### config.mk
export PLATFORM = sky130hd
export DESIGN_NAME = ldtu_lookahead_gsel_flat
export DESIGN_NICKNAME = d
export VERILOG_FILES = /design/src/rtl/ldtu_gsel_pkg.sv /design/src/rtl/ldtu_lookahead_gsel_if.sv /design/src/rtl/ldtu_sat_hold_cnt.sv /design/src/rtl/ldtu_lookahead_gsel.sv /design/src/flat_wrapper.sv
export SDC_FILE = /design/constraint.sdc
export NUM_CORES = 1
export LEC_CHECK = 0
export ABC_AREA = 1
export BUFFER_PORTS_ARGS = -buffer_cell sky130_fd_sc_hd__buf_2
export CORE_UTILIZATION = 50
export CTS_BUF_LIST = sky130_fd_sc_hd__clkbuf_8
export CTS_CLUSTER_SIZE = 40
export DETAILED_ROUTE_END_ITERATION = 10
export PLACE_DENSITY_LB_ADDON = 0.12
export SYNTH_ARGS = -nofsm -noshare
export SYNTH_HDL_FRONTEND = slang
export SYNTH_HIERARCHICAL = 1
export SYNTH_SLANG_ARGS = --single-unit
### constraint.sdc
create_clock -name clk -period 4.65 [get_ports clk]
set_input_delay 0.465 -clock clk [delete_from_list [all_inputs] [get_ports clk]]
set_output_delay 0.465 -clock clk [all_outputs]
set_load 0.05 [all_outputs]
### src/rtl/ldtu_gsel_pkg.sv
// Shared definitions for the LiTe-DTU look-ahead gain selector: mode codes,
// width helpers and per-channel slice addressing.
package ldtu_gsel_pkg;

  typedef enum logic [1:0] {
    MODE_AUTO     = 2'b00,
    MODE_FORCE    = 2'b01,
    MODE_NOPOST   = 2'b10,
    MODE_AUTO_ALT = 2'b11
  } mode_e;

  localparam int NB_DEFAULT      = 12;
  localparam int BL_BITS_DEFAULT = 6;

  function automatic int clog2(input int n);
    int r;
    r = 0;
    for (int i = 0; i < 32; i++) begin
      if ((1 << r) < n) r++;
    end
    return r;
  endfunction

  // Gain-id width never drops below one bit, even for a single channel.
  function automatic int gid_width(input int ngain);
    return (clog2(ngain) < 1) ? 1 : clog2(ngain);
  endfunction

  function automatic int chan_lsb(input int c, input int nb);
    return c * nb;
  endfunction

endpackage

### src/rtl/ldtu_lookahead_gsel_if.sv
// Sample stream into the selector and gain-tagged word out to the encoder.
interface ldtu_lookahead_gsel_if
  import ldtu_gsel_pkg::*;
#(
  parameter int NGAIN = 2,
  parameter int NB    = NB_DEFAULT,
  parameter int GW    = gid_width(NGAIN)
);
  logic                  din_valid;
  logic [NGAIN*NB-1:0]   din;
  logic                  dout_valid;
  logic [NB+GW-1:0]      dout;
  logic                  baseline_flag;

  modport master (output din_valid, din, input dout_valid, dout, baseline_flag);
  modport slave  (input din_valid, din, output dout_valid, dout, baseline_flag);
endinterface

### src/rtl/ldtu_sat_hold_cnt.sv
// Per-channel saturation hold counter: keeps a channel blocked for the
// look-ahead plus post-saturation window after its last saturating sample.
module ldtu_sat_hold_cnt
  import ldtu_gsel_pkg::*;
#(
  parameter int CW = 6
) (
  input  logic          clk,
  input  logic          reset,
  input  logic          clear,
  input  logic          sat,
  input  logic          emit,
  input  logic [CW-1:0] load_val,
  output logic          blocked
);

  logic [CW-1:0] cnt;

  // A fresh saturation reloads the full window; only emissions consume it.
  always_ff @(posedge clk) begin
    if (reset || clear) begin
      cnt <= '0;
    end else if (sat) begin
      cnt <= load_val;
    end else if (emit && (cnt != '0)) begin
      cnt <= cnt - 1'b1;
    end
  end

  assign blocked = sat || (cnt != '0);

endmodule

### src/rtl/ldtu_lookahead_gsel.sv
// Look-ahead circular buffer with per-sample gain selection for LiTe-DTU.
// Emits sample j-PRE when sample j arrives, tagged with the chosen gain.
module ldtu_lookahead_gsel
  import ldtu_gsel_pkg::*;
#(
  parameter int NGAIN   = 2,
  parameter int NB      = NB_DEFAULT,
  parameter int GW      = gid_width(NGAIN),
  parameter int DEPTH   = 16,
  parameter int PW      = 4,
  parameter int BL_BITS = BL_BITS_DEFAULT
) (
  input  logic                clk,
  input  logic                reset,
  input  logic [1:0]          mode,
  input  logic [GW-1:0]       force_gain,
  input  logic [PW-1:0]       win_pre,
  input  logic [PW-1:0]       win_post,
  input  logic [NGAIN*NB-1:0] sat_thr,
  ldtu_lookahead_gsel_if.slave bus
);

  localparam int AW = clog2(DEPTH);
  localparam int CW = PW + 2;

  logic [PW-1:0]       pre_q;
  logic [PW-1:0]       post_q;
  logic [PW-1:0]       fill_q;
  logic [PW-1:0]       pre_clip;
  logic [AW-1:0]       wr_ptr;
  logic [AW-1:0]       rd_ptr;
  logic [NGAIN*NB-1:0] mem [DEPTH];
  logic [NGAIN*NB-1:0] rd_word;
  logic                emit;
  logic                is_force;
  logic                is_nopost;
  logic [CW-1:0]       load_val;
  logic [NGAIN-2:0]    sat;
  logic [NGAIN-2:0]    blocked;
  logic [GW-1:0]       gain_sel;
  logic [NB-1:0]       sample;
  logic                bl_next;
  logic                unused_last_thr;

  assign is_force  = (mode == MODE_FORCE);
  assign is_nopost = (mode == MODE_NOPOST);
  assign pre_clip  = (int'(win_pre) > DEPTH - 1) ? PW'(DEPTH - 1) : win_pre;
  assign emit      = bus.din_valid && (fill_q == pre_q);
  assign rd_ptr    = wr_ptr - AW'(pre_q);
  assign load_val  = CW'(pre_q) + (is_nopost ? CW'(0) : CW'(post_q));

  // With no look-ahead the read slot is the one being written, so bypass.
  assign rd_word   = (pre_q == '0) ? bus.din : mem[rd_ptr];

  // The lowest-gain channel is the fallback and never needs a threshold.
  assign unused_last_thr = ^sat_thr[chan_lsb(NGAIN-1, NB) +: NB];

  always_comb begin
    sat = '0;
    for (int c = 0; c < NGAIN - 1; c++) begin
      sat[c] = bus.din_valid &&
               (bus.din[chan_lsb(c, NB) +: NB] >= sat_thr[chan_lsb(c, NB) +: NB]);
    end
  end

  for (genvar c = 0; c < NGAIN - 1; c++) begin : g_hold
    ldtu_sat_hold_cnt #(.CW(CW)) u_hold (
      .clk      (clk),
      .reset    (reset),
      .clear    (is_force),
      .sat      (sat[c]),
      .emit     (emit),
      .load_val (load_val),
      .blocked  (blocked[c])
    );
  end

  // Highest-gain unblocked channel wins; forced ids beyond range clamp down.
  always_comb begin
    gain_sel = GW'(NGAIN - 1);
    if (is_force) begin
      if (int'(force_gain) < NGAIN) gain_sel = force_gain;
    end else begin
      for (int c = NGAIN - 2; c >= 0; c--) begin
        if (!blocked[c]) gain_sel = GW'(c);
      end
    end
  end

  assign sample  = rd_word[chan_lsb(int'(gain_sel), NB) +: NB];
  assign bl_next = (sample[NB-1:BL_BITS] == '0) && (is_force || (gain_sel == '0));

  always_ff @(posedge clk) begin
    if (bus.din_valid) mem[wr_ptr] <= bus.din;
  end

  always_ff @(posedge clk) begin
    if (reset) begin
      pre_q             <= pre_clip;
      post_q            <= win_post;
      wr_ptr            <= '0;
      fill_q            <= '0;
      bus.dout_valid    <= 1'b0;
      bus.dout          <= '0;
      bus.baseline_flag <= 1'b0;
    end else begin
      bus.dout_valid <= emit;
      if (bus.din_valid) begin
        wr_ptr <= wr_ptr + 1'b1;
        if (!emit) fill_q <= fill_q + 1'b1;
      end
      if (emit) begin
        bus.dout          <= {gain_sel, sample};
        bus.baseline_flag <= bl_next;
      end
    end
  end

endmodule

### src/flat_wrapper.sv
// flat-port wrapper written by rule: the top's interface ports become plain ports
module ldtu_lookahead_gsel_flat import ldtu_gsel_pkg::*;
#(
  parameter int NGAIN   = 2,
  parameter int NB      = NB_DEFAULT,
  parameter int GW      = gid_width(NGAIN),
  parameter int DEPTH   = 16,
  parameter int PW      = 4,
  parameter int BL_BITS = BL_BITS_DEFAULT
)
  (clk, reset, mode, force_gain, win_pre, win_post, sat_thr, bus_din_valid, bus_din, bus_dout_valid, bus_dout, bus_baseline_flag);
  ldtu_lookahead_gsel_if #(.NGAIN(NGAIN), .NB(NB), .GW(GW)) bus_i ();
  input  logic clk;
  input  logic reset;
  input  logic [1:0] mode;
  input  logic [GW-1:0] force_gain;
  input  logic [PW-1:0] win_pre;
  input  logic [PW-1:0] win_post;
  input  logic [NGAIN*NB-1:0] sat_thr;
  input wire logic [$bits(bus_i.din_valid)-1:0] bus_din_valid;
  input wire logic [$bits(bus_i.din)-1:0] bus_din;
  output wire logic [$bits(bus_i.dout_valid)-1:0] bus_dout_valid;
  output wire logic [$bits(bus_i.dout)-1:0] bus_dout;
  output wire logic [$bits(bus_i.baseline_flag)-1:0] bus_baseline_flag;
  assign bus_i.din_valid = bus_din_valid;
  assign bus_i.din = bus_din;
  assign bus_dout_valid = bus_i.dout_valid;
  assign bus_dout = bus_i.dout;
  assign bus_baseline_flag = bus_i.baseline_flag;
  ldtu_lookahead_gsel #(.NGAIN(NGAIN), .NB(NB), .GW(GW), .DEPTH(DEPTH), .PW(PW), .BL_BITS(BL_BITS)) u_core (.clk(clk), .reset(reset), .mode(mode), .force_gain(force_gain), .win_pre(win_pre), .win_post(win_post), .sat_thr(sat_thr), .bus(bus_i));
endmodule
==> flow_metrics.tcl <==
set metrics [dict create \
    reg2reg_depth 16 \
    grt_pass1_wl_mm 71.0 \
    p_leak_nw 8.01 \
    min_path_type "input port to flip-flop" \
    cts_tree "built" \
    synth.most_common_cell "nand2_1" \
    netlist_instances 1701 \
    ios 77 \
    clk_latency_ns 0.62 \
    drc 0 \
    r2r-end "u_core/bus.baseline_flag" \
    synth-edff-count 392 \
    r2r_slack_ns 1.14 \
    firstDrtPassIters 6 \
    post-route-util 0.570 \
    path_buf_inv 3 \
    vdd_drop_max_v 0.000234 \
    die_h_um 194 \
    synth.yosys.seq_area_share 0.673 \
    finalWirelength_mm 46.7 \
    reg2reg_from "u_core/wr_ptr[0]" \
    synth-seq-cells 421 \
    place.gp.congestion 0.796 \
    ys_async_sr_fraction 0 \
    cts_setup_buffers 0 \
    whs_endpoint "u_core/post_q[0]" \
    clock_skew_ns 0.0201 \
    yosysTopAreaCellShare 0.641 \
    clk_pin_slew_ns 0.06 \
    cts_made_buffers 70 \
    setup_tns_ns 0 \
    whs_path_depth 1 \
    initial_utilization 0.512 \
    synth_top_area_cell "edfxtp_1" \
    crit_start "u_core/wr_ptr[0]" \
    crit_path_max_fanout 44 \
    instances_no_fill 2292 \
    cts_resized 0 \
    clkSinkCount 421 \
    yosys_warnings 6 \
    yosysUniqueCellTypes 48 \
    drive_gt1_frac 0.116 \
    synth.area.top_cells "edfxtp_1 (64%), nand2_1 (8.8%), nor2_1 (4.2%)" \
    clockRootBuffer "clkbuf_8" \
    nFillCells 2988 \
    grt_setup_unrepaired "no" \
    viasPerCell 5.44 \
    max-cap-violations 0 \
    finalSetupViolCount 0 \
    detail_route.iter0.violations 1035 \
    cts_buffer_depth 3 \
    syn_nets 1791 \
    netlist_area_sq_mm 0.0184 \
    crit_chain "inv_1 > ha_4 > inv_1 > fa_4 > buf_4 > o21ai_0 > o21ai_1 > nand2_1 > nand2_1 > nand2_1 > nand3_1 > nand2_1 > nand2_1 > nor2_1 > nand3_1 > a21oi_1" \
    crit_path_end_kind "flip-flop" \
    synthTopCellsByCount "nand2_1 (432), edfxtp_1 (392), nor2_1 (207), o21ai_0 (130), inv_1 (124)" \
    worstPathArrival_ns 3.99 \
    maxSlewHeadroom 0.164 \
    criticalPathCategory "flip-flop to flip-flop" \
    grt.total_usage 0.255 \
    min-delay-start "win_post[0]" \
    dp.cells 2159 \
    hold_viol_final 0 \
    timing.final.crit_share 0.756 \
    power.density_mw_per_mm2 432 \
    drv_slew 0 \
    syn_avg_cell_area_sq_um 10.8 \
    dp_hpwl_mm 23.6 \
    htreeDepth 3 \
    tightestPinTransition_ns 1.25 \
    die_x_um 194 \
    area_delta_synth_final_pct 11.2 \
    crit_top_cell "nand2_1" \
    grt.overflow.total 0 \
    path_delay_family "adder cells" \
    finalPower_mw 8.83 \
    grt_pass1_vias 12300 \
    vias 12500 \
    core.rowCount 69 \
    cp-start-kind "flip-flop" \
    io_buffers 64 \
    antenna_found_initial 2 \
    slowest_delay_ns 1.20 \
    avgRoutedWirePerCell_um 20.4 \
    nets 1867 \
    fp.coreArea_sq_mm 0.0358 \
    grt_max_degree 195 \
    antenna_left 0 \
    synth_ff_type "edfxtp_1" \
    dieArea_sq_mm 0.0375 \
    cpMaxStageDelayCell "fa_4" \
    status "finished clean" \
    required_ns 5.12 \
    min_period_ns 3.51 \
    max_freq_ghz 0.285 \
]
==> what timing repair did <==
| item | CTS | global route |
|---|---|---|
| hold buffers | 7 | 0 |
| hold endpoints to repair | 7 | 0 |
| endpoints found under the setup margin | 0 | 0 |
==> cell usage in the layout, fill, tap and decap left out, types with 2 or more instances in the layout <==
master,instances
a21boi_0,4
a21oi_1,34
buf_12,4
buf_2,64
buf_4,16
clkbuf_8,75
clkinv_1,19
clkinv_2,7
clkinvlp_4,2
dfxtp_1,29
dlygate4sd3_1,7
edfxtp_1,392
ha_1,25
inv_1,145
inv_2,2
inv_6,2
nand2_1,432
nand2_2,4
nand3_1,100
nand3_2,3
nand4_1,4
nor2_1,191
nor2_2,4
nor2_4,17
o211ai_1,6
o21ai_0,130
o21ai_1,37
o21bai_1,3
o22ai_1,38
o31ai_1,5
or2_2,2
xnor2_1,5
==> routing by layer <==
layer	track usage	vias to the layer above	routed length (um)
li1	-	5972	-
met1	0.328	5943	19700
met2	0.424	449	22500
met3	0.0470	112	2960
met4	0.111	2	1430
met5	0	-	17
==> cell families (layout without fill, tap and decap cells) <==
group,Yosys count,in the layout,synth area share
AO/OA/AOI/OAI,264,264,0.0781
XOR/XNOR,8,8,0.00463
adder cells (fa/ha/maj),28,28,0.0199
buffers and inverters,216,345,0.0564
flip-flops,421,421,0.673
other,1,2,0.000204
AND/OR/NAND/NOR,763,763,0.168
==> worst reg2reg max path, stage by stage, from the launching register on <==
cell	delay [ns]
dfxtp_1	0.34
inv_1	0.18
ha_4	0.15
inv_1	0.06
fa_4	1.20
buf_4	0.44
o21ai_0	0.15
o21ai_1	0.17
nand2_1	0.07
nand2_1	0.09
nand2_1	0.05
nand3_1	0.12
nand2_1	0.08
nand2_1	0.09
nor2_1	0.05
nand3_1	0.07
a21oi_1	0.06
==> worst max-delay path by stage <==
stage / to / slack [ns] / cells after the start
floorplan: u_core/bus.baseline_flag / 1.89 / 24
global placement: u_core/bus.baseline_flag / 0.81 / 25
detailed placement: u_core/bus.baseline_flag / 0.75 / 25
CTS: u_core/bus.baseline_flag / 1.11 / 16
global route: u_core/bus.baseline_flag / 0.92 / 18
finish: u_core/bus.baseline_flag / 1.14 / 16
==> state kept, by name, summed over array words and instances (netlist names) <==
name,cells
u_core/post_q,4
u_core/mem,384
u_core/bus.dout,13
u_core/fill_q,4
u_core/pre_q,4
u_core/bus.baseline_flag,1
u_core/g_hold.u_hold/cnt,6
u_core/wr_ptr,4
u_core/bus.dout_valid,1
==> power breakdown <==
group / leakage, nW / switching (mW) / total [mW] / internal (mW)
combinational: 3.50 / 1.14 / 1.63 / 0.493
sequential: 3.78 / 0.0258 / 4.23 / 4.20
clock: 0.726 / 1.43 / 2.97 / 1.54
==> stage by stage <==
step	cell area [sq um]	hold WS [ns]	setup slack, ns
final	20400	0.0325	1.14
after global routing	20400	0.000720	0.918
after CTS	20400	0.0000306	1.11
after detailed placement	19100	0.485	0.749
after global placement	19100	0.487	0.808
after floorplan	18400	0.470	1.89
==> area by class of cell <==
cell class                 instances  area [sq um]  area share
antenna                            1          2.50    0.000123
clock buffer                      75          1030      0.0505
clock inverter                    50           235      0.0115
inverter                         129           492      0.0241
multi-input combinational       1064          5140       0.252
sequential                       421         12400       0.605
tap                              461           577      0.0282
timing repair buffer              91           591      0.0289
No activity file was read; power rests on OpenSTA's default activity.
